<file path="config.mk">
export PLATFORM = sky130hd
export DESIGN_NAME = multiplexor_display_4dig
export DESIGN_NICKNAME = d
export VERILOG_FILES = /design/src/rtl/multiplexor_display_4dig.sv
export SDC_FILE = /design/constraint.sdc
export NUM_CORES = 1
export LEC_CHECK = 0
export CAP_MARGIN = 0
export CORE_MARGIN = 1.5
export CORE_UTILIZATION = 30
export DETAILED_ROUTE_END_ITERATION = 10
export HOLD_SLACK_MARGIN = 0.1
export PLACE_DENSITY = 0.53
export SYNTH_ARGS = -nofsm -noshare
export SYNTH_HDL_FRONTEND = slang
export SYNTH_SLANG_ARGS = --single-unit
</file>
<file path="constraint.sdc">
create_clock -name i_clk -period 2.9 [get_ports i_clk]
set_input_delay 0.87 -clock i_clk [delete_from_list [all_inputs] [get_ports i_clk]]
set_output_delay 0.87 -clock i_clk [all_outputs]
set_load 0.02 [all_outputs]
</file>
<file path="src/rtl/multiplexor_display_4dig.sv">
// rtl/multiplexor_display_4dig.sv - 4-digit time-multiplexed nibble feeder with frame-boundary staging
// Optional leading-zero blanking is enabled by defining MULTIPLEXOR_BLANCO_CEROS_EN.
module multiplexor_display_4dig #(
   parameter int DIV   = 50000,
   parameter int CNT_W = 20
) (
   input  logic        i_clk,
   input  logic        i_rst_n,
   input  logic [15:0] i_dato,
   input  logic        i_cargar,
   input  logic        i_habilitar,
   output logic [3:0]  o_bits,
   output logic [3:0]  o_anodos,
   output logic        o_pendiente,
   output logic        o_frame
);

   localparam logic [CNT_W-1:0] CNT_MAX = CNT_W'(DIV - 1);

   logic [CNT_W-1:0] cnt;
   logic [1:0]       idx;
   logic [15:0]      disp;
   logic [15:0]      staging;
   logic             pendiente;
   logic             frame;
   logic             tick;
   logic             wrap;
   logic [3:0]       blanco;

   assign tick = (cnt == CNT_MAX) && i_habilitar;
   assign wrap = tick && (idx == 2'd3);

   always_ff @(posedge i_clk or negedge i_rst_n) begin
      if (!i_rst_n) begin
         cnt       <= '0;
         idx       <= 2'd0;
         disp      <= 16'h0000;
         staging   <= 16'h0000;
         pendiente <= 1'b0;
         frame     <= 1'b0;
      end else begin
         if (tick) begin
            cnt <= '0;
            idx <= idx + 2'd1;
         end else if (i_habilitar) begin
            cnt <= cnt + CNT_W'(1);
         end

         // A dark display or a frame boundary lets new data go straight to disp.
         if (i_cargar && (!i_habilitar || wrap)) begin
            disp      <= i_dato;
            staging   <= i_dato;
            pendiente <= 1'b0;
         end else if (wrap && pendiente) begin
            disp      <= staging;
            pendiente <= 1'b0;
         end else if (i_cargar) begin
            staging   <= i_dato;
            pendiente <= 1'b1;
         end

         frame <= wrap;
      end
   end

`ifdef MULTIPLEXOR_BLANCO_CEROS_EN
   assign blanco = {disp[15:12] == 4'h0, disp[15:8] == 8'h00, disp[15:4] == 12'h000, 1'b0};
`else
   assign blanco = 4'b0000;
`endif

   always_comb begin
      o_anodos = 4'b1111;
      if (i_rst_n && i_habilitar && !blanco[idx])
         o_anodos = ~(4'b0001 << idx);
   end

   assign o_bits      = disp[{idx, 2'b00} +: 4];
   assign o_pendiente = pendiente;
   assign o_frame     = frame;

endmodule

</file>
==> flow_metrics.env, run 1 <==
export IMPL_vias=1763
export IMPL_cts_reportedPaths_clkPinSlew_ns=0.09
export IMPL_antennaDiodeCount=0
export IMPL_p_per_area_nw_per_um2=518
export IMPL_avgSynthCellArea_um2=11.8
export IMPL_finalHoldViolCount=0
export IMPL_status="complete, no violations"
export IMPL_layout_nets=291
export IMPL_core_um2=8680
export IMPL_finalCritPeriodShare_pct=97.0
export IMPL_worst_setup_path_start_kind="primary input"
export IMPL_period_needed_ns=2.81
export IMPL_holdPathEnd="cnt[19]"
export IMPL_critPathKind="in -> out"
export IMPL_post_cts_buffers=0
export IMPL_cts_hold_buf=0
export IMPL_drv_slew=0
export IMPL_drt_wirelength_per_cell_um=14.5
export IMPL_grt_max_degree=45
export IMPL_fin_ws_ns=0.0860
export IMPL_die_x_um=97.6
export IMPL_place_ws_ns=-0.213
export IMPL_ys_types=33
export IMPL_start_util_pct=30.9
export IMPL_cts_buffer_depth=2
export IMPL_cts_sinks=56
export IMPL_worstSkewPairLatency_ns=0.32
export IMPL_die_h_um=97.6
export IMPL_drt_pass1_iter_count=4
export IMPL_setup_violations_final=0
export IMPL_gp_congestion=0.772
export IMPL_synthCells=227
export IMPL_cts_root_buf="clkbuf_8"
export IMPL_grt_use_total_pct=12.5
export IMPL_final_cell_mix="55 x dfrtp_1, 30 x nand2_1, 27 x clkdlybuf4s50_1"
export IMPL_antenna_found_initial=0
export IMPL_vdd_ir_drop_max_uv=213
export IMPL_power_w=0.00168
export IMPL_area_growth_synth_to_final_pct=20.8
export IMPL_hold_path_class="reg -> reg"
export IMPL_syn_num_nets=252
export IMPL_ys_warn_count=0
export IMPL_ant_nets=0
export IMPL_p_leak_nw=1.48
export IMPL_maxCapViolCount=0
export IMPL_rsz0062_at_grt="false"
export IMPL_viasPerCell=4.70
export IMPL_tritoncts="built"
export IMPL_skew_ns=0.0139
export IMPL_rows=34
export IMPL_ios=30
export IMPL_drive_gt1_share_pct=20.2
export IMPL_ys_seq_area_share_pct=52.2
export IMPL_tns_ns=0
export IMPL_grt_pass1_wl_um=9540
export IMPL_max_slew_margin_pct=61.6
export IMPL_async_flop_share_pct=100
export IMPL_numCtsBuffers=5
export IMPL_hpwlAfterDp_um=3840
export IMPL_drc_errors=0
export IMPL_cp_arrival_ns=1.94
export IMPL_overflow=0
export IMPL_rr_startpoint="cnt[7]"
export IMPL_portBuffers=29
export IMPL_drt_iter0_drc=109
export IMPL_mostFrequentLayoutCell="dfrtp_1"
export IMPL_multi_input_area_um2=1190
export IMPL_holdWs_ns=0.492
export IMPL_synth_ff_type="dfrtp_1"
export IMPL_wl_um=5450
export IMPL_synth_edf_count=0
export IMPL_die_area_um2=9530
export IMPL_synth_cell_area_um2=2690
export IMPL_ys_ff_latch=56
export IMPL_cts_max_level=2
export IMPL_holdCritStartpoint="cnt[19]"
export IMPL_tightest_slew_ns=0.571
export IMPL_worstPathRequired_ns=2.03
export IMPL_seqCellArea_um2=1400
export IMPL_max_freq_ghz=0.355
export IMPL_r2r_worst_path_cells=5
export IMPL_holdPathStages=1
export IMPL_fillers=894
export IMPL_rrSetupSlack_ns=0.73
export IMPL_regToRegEndpoint="disp[8]"
export IMPL_cp_max_fo=7
export IMPL_grt_pass1_vias=1824
export IMPL_post_route_util_pct=37.4
export IMPL_end_kind="output port"
==> registers in the layout, summed over array words and instances (netlist names) <==
name and flops:
cnt 20, disp 16, staging 16, idx 2, o_frame 1, o_pendiente 1
==> kinds of logic (layout without fill, tap and decap cells) <==
group	Yosys count	in the layout	share of synthesized area (%)
AOI/OAI and AO/OA	23	23	5.87
xor gates and xnor gates	17	17	5.55
adders and majority gates	5	5	2.33
buffers and inverters	15	55	3.31
DFF	56	56	52.2
muxes	38	38	16.8
and+or+nand+nor	73	73	13.9
==> report_power, final <==
group	internal, W	switching [W]
clock network	0.000173	0.000256
registers	0.000874	0.0000773
logic	0.000160	0.000141
total	0.00121	0.000474
==> metal layers <==
metal	vias to the layer above	GRT usage, %	part of all wire (%)
met5	-	0	0
met4	0	3.30	1.2
met3	5	2.45	1.6
met2	19	18.3	44
met1	867	18.8	53
li1	872	-	-
==> area by class of cell <==
| class | instances | share of cell area [%] |
|---|---|---|
| Tap cell | 108 | 4.17 |
| Sequential cell | 56 | 43.2 |
| Multi-Input combinational cell | 156 | 36.8 |
| Clock inverter | 2 | 0.502 |
| Timing Repair Buffer | 41 | 12.3 |
| Clock buffer | 6 | 2.24 |
| Inverter | 6 | 0.694 |
==> synthesized netlist by cell type, types with 3 or more instances <==
library cell	instances	area (um2)
xnor2_1	10	87.6
mux2i_1	17	170
ha_1	5	62.6
mux2_2	17	191
dfrtp_1	56	1400
inv_1	6	22.5
a21oi_1	3	15.0
nor3_1	4	20.0
o21ai_0	12	60.1
nand4_1	3	18.8
xor2_1	7	61.3
mux4_2	4	90.1
or4_4	3	33.8
buf_6	4	45.0
nor2_1	10	37.5
nand2_1	30	113
nand3_1	11	55.1
o21ai_2	5	43.8
==> how the worst max path moves through the flow <==
stage,start,endpoint,slack (ns)
global route,i_habilitar,o_anodos[1],0.01
global placement,i_habilitar,o_anodos[3],-0.19
finish,i_habilitar,o_anodos[1],0.09
detailed placement,i_habilitar,o_anodos[3],-0.21
CTS,i_habilitar,o_anodos[1],0.06
floorplan,i_habilitar,disp[10],0.68
==> through the flow <==
stage               instances  instance area, um2
floorplan                 227                2690
global placement          367                3150
detailed placement        367                3150
CTS                       375                3240
global route              375                3240
finish                    375                3240
==> critical path, cell delays in order <==
cell,delay (ns)
dlygate4sd2_1,0.39
nand3_1,0.12
clkdlybuf4s50_1,0.56
==> timing repair <==
action,in CTS,in global routing
endpoints found under the setup margin,8,0
gates resized for setup,2,0
endpoints found under the hold margin,0,0
Power figures use the tool's default switching activity.
==> inputs of run 2 (changes only) <==
--- a/config.mk
+++ b/config.mk
@@ -8,6 +8,7 @@
 export CAP_MARGIN = 0
 export CORE_MARGIN = 1.5
 export CORE_UTILIZATION = 30
+export CTS_CLUSTER_SIZE = 28
 export DETAILED_ROUTE_END_ITERATION = 10
 export HOLD_SLACK_MARGIN = 0.1
 export PLACE_DENSITY = 0.53
==> results of run 2 <==
No change in the layout: final DEF, timing and power equal those of run 1.
==> inputs of run 3 (changes only) <==
==> constraint.sdc (replaced) <==
create_clock -name i_clk -period 3.2 [get_ports i_clk]
set_input_delay 0.96 -clock i_clk [delete_from_list [all_inputs] [get_ports i_clk]]
set_output_delay 0.96 -clock i_clk [all_outputs]
set_load 0.02 [all_outputs]
==> run 3 against run 2 <==
Effect of this change: routed wire length grew 0.20%; flip-flop and latch count is the same; first-iteration DRC count shrank 27%; clock skew shrank 0.0062 ns; global-route usage shrank 0.27 points.
==> flow_metrics.env, run 3 (synthesized netlist as in run 1, its figures left out) <==
export IMPL_dp_cells=367
export IMPL_grt_max_degree=33
export IMPL_worstPathRequired_ns=2.24
export IMPL_fin_ws_ns=0.203
export IMPL_ant_nets=0
export IMPL_ios=30
export IMPL_final_cell_mix="56 x dfrtp_1, 30 x nand2_1, 24 x clkdlybuf4s50_1"
export IMPL_swShare_pct=28.4
export IMPL_crit_start="i_habilitar"
export IMPL_area_growth_synth_to_final_pct=20.7
export IMPL_place_ws_ns=-0.000726
export IMPL_place_area_um2=3150
export IMPL_worstSkewPairLatency_ns=0.31
export IMPL_finalHoldViolCount=0
export IMPL_status="complete, no violations"
export IMPL_grt_pass1_wl_um=9330
export IMPL_layout_nets=291
export IMPL_grt_pass1_vias=1846
export IMPL_top_register="cnt"
export IMPL_post_route_util_pct=37.3
export IMPL_end_kind="output port"
export IMPL_regToRegEndpoint="disp[9]"
export IMPL_die_h_um=97.6
export IMPL_tightest_slew_ns=0.591
export IMPL_drt_pass1_iter_count=5
export IMPL_numCtsBuffers=5
export IMPL_rsz0062_at_grt="false"
export IMPL_clkPwrFrac_pct=25.9
export IMPL_vdd_ir_drop_max_uv=206
export IMPL_largestRegisters="cnt: 20 flops, disp: 16 flops, staging: 16 flops"
export IMPL_cp_max_fo=5
export IMPL_r2r_worst_path_cells=5
export IMPL_cts_buffer_depth=2
export IMPL_crit_path_end="o_anodos[1]"
export IMPL_cp_arrival_ns=2.04
export IMPL_cts_sinks=56
export IMPL_tns_ns=0
export IMPL_cts_root_buf="clkbuf_8"
export IMPL_mostFrequentLayoutCell="dfrtp_1"
export IMPL_p_leak_nw=1.49
export IMPL_largest_register_ffs=20
export IMPL_grt_busiest_layer="met1"
export IMPL_p_per_area_nw_per_um2=471
export IMPL_finalCritPeriodShare_pct=93.7
export IMPL_rrSetupSlack_ns=1.05
export IMPL_grtUsageMet1_pct=18.0
export IMPL_period_needed_ns=3.00
export IMPL_skew_ns=0.00766
export IMPL_critPathKind="in -> out"
export IMPL_rr_startpoint="cnt[7]"
export IMPL_grt_util_met3_pct=2.16
export IMPL_power_frac_seq_pct=56.5
export IMPL_drc_errors=0
export IMPL_wl_um=5460
export IMPL_setup_violations_final=0
export IMPL_slowest_stage="clkdlybuf4s50_1"
export IMPL_cts_reportedPaths_clkPinSlew_ns=0.10
export IMPL_drt_wirelength_per_cell_um=14.6
export IMPL_grt_use_met2_pct=17.9
export IMPL_post_cts_buffers=0
export IMPL_rows=34
export IMPL_grt_use_total_pct=12.2
export IMPL_die_x_um=97.6
export IMPL_postLayoutCellArea_um2=3240
export IMPL_hpwlAfterDp_um=3990
export IMPL_cts_max_level=2
export IMPL_hold_path_class="reg -> reg"
export IMPL_switchingPower_w=0.000434
export IMPL_cts_hold_buf=0
export IMPL_start_util_pct=30.9
export IMPL_max_slew_margin_pct=60.3
export IMPL_vias=1809
export IMPL_portBuffers=29
export IMPL_die_area_um2=9530
export IMPL_power_frac_comb_pct=17.6
export IMPL_drt_iter0_drc=80
export IMPL_crit_chain="clkdlybuf4s50_1 -> nand3_1 -> dlygate4sd2_1"
export IMPL_antennaDiodeCount=0
export IMPL_tritoncts="built"
export IMPL_overflow=0
export IMPL_maxCapViolCount=0
export IMPL_max_freq_ghz=0.334
export IMPL_gp_congestion=0.780
export IMPL_viasPerCell=4.82
export IMPL_worst_setup_path_start_kind="primary input"
export IMPL_antenna_found_initial=0
export IMPL_p_int_w=0.00109
export IMPL_drv_slew=0
export IMPL_instances_no_fill=375
export IMPL_drive_gt1_share_pct=20.2
export IMPL_core_um2=8680
export IMPL_cp_slowest_stage_delay_ns=0.60
-- run 3: changes by cell type in the layout (fill, tap and decap cells not counted), sizes merged --
cell / previous run / this run
clkinv: 1 / 2
clkdlybuf4s50: 27 / 24
dlygate4sd2: 1 / 4
clkbuf: 6 / 5
clkinvlp: 1 / 0
inv: 6 / 7
-- run 3: area by class of cell --
| class | instances | area [um2] |
|---|---|---|
| fill | 913 | 5440 |
| timing repair buffer | 41 | 395 |
| multi-input combinational | 156 | 1190 |
| inverter | 6 | 22.5 |
| clock inverter | 3 | 22.5 |
| clock buffer | 5 | 68.8 |
| sequential | 56 | 1400 |
| tap | 108 | 135 |
-- run 3: repair_timing --
item | in CTS | in global routing
gates resized for setup | 4 | 0
hold endpoints to repair | 0 | 0
endpoints found under the setup margin | 4 | 0
-- run 3: worst max-delay path, delay by kind of cell --
| family | cells | cell delay, ns |
|---|---|---|
| buf+inv | 2 | 0.94 |
| simple gates | 1 | 0.13 |
-- run 3: worst min-delay path by stage --
stage               startpoint      end  cells after the start
CTS                    cnt[19]  cnt[19]                      1
global placement       cnt[19]  cnt[19]                      1
detailed placement     cnt[19]  cnt[19]                      1
floorplan              cnt[19]  cnt[19]                      1
finish                 cnt[19]  cnt[19]                      1
global route           cnt[19]  cnt[19]                      1
-- run 3: power groups by stage --
stage,registers (W),logic [W],clock network [W]
2_1_floorplan,0.000858,0.000180,0
3_3_place_gp,0.000876,0.000269,0
3_5_place_dp,0.000876,0.000272,0
4_1_cts,0.000862,0.000273,0.000413
5_1_grt,0.000876,0.000307,0.000443
6_report,0.000863,0.000269,0.000395
-- run 3: per-layer routing --
layer | share of wire, % | wire, um
met5 | 0 | 0
met3 | 2.3 | 128
met2 | 42 | 2310
met1 | 54 | 2920
met4 | 1.8 | 97
-- run 3: through the flow --
step           hold WS (ns)  total power (W)
2_1_floorplan         0.446          0.00104
3_3_place_gp          0.478          0.00114
3_5_place_dp          0.473          0.00115
4_1_cts               0.494          0.00155
5_1_grt               0.525          0.00163
6_report              0.491          0.00153
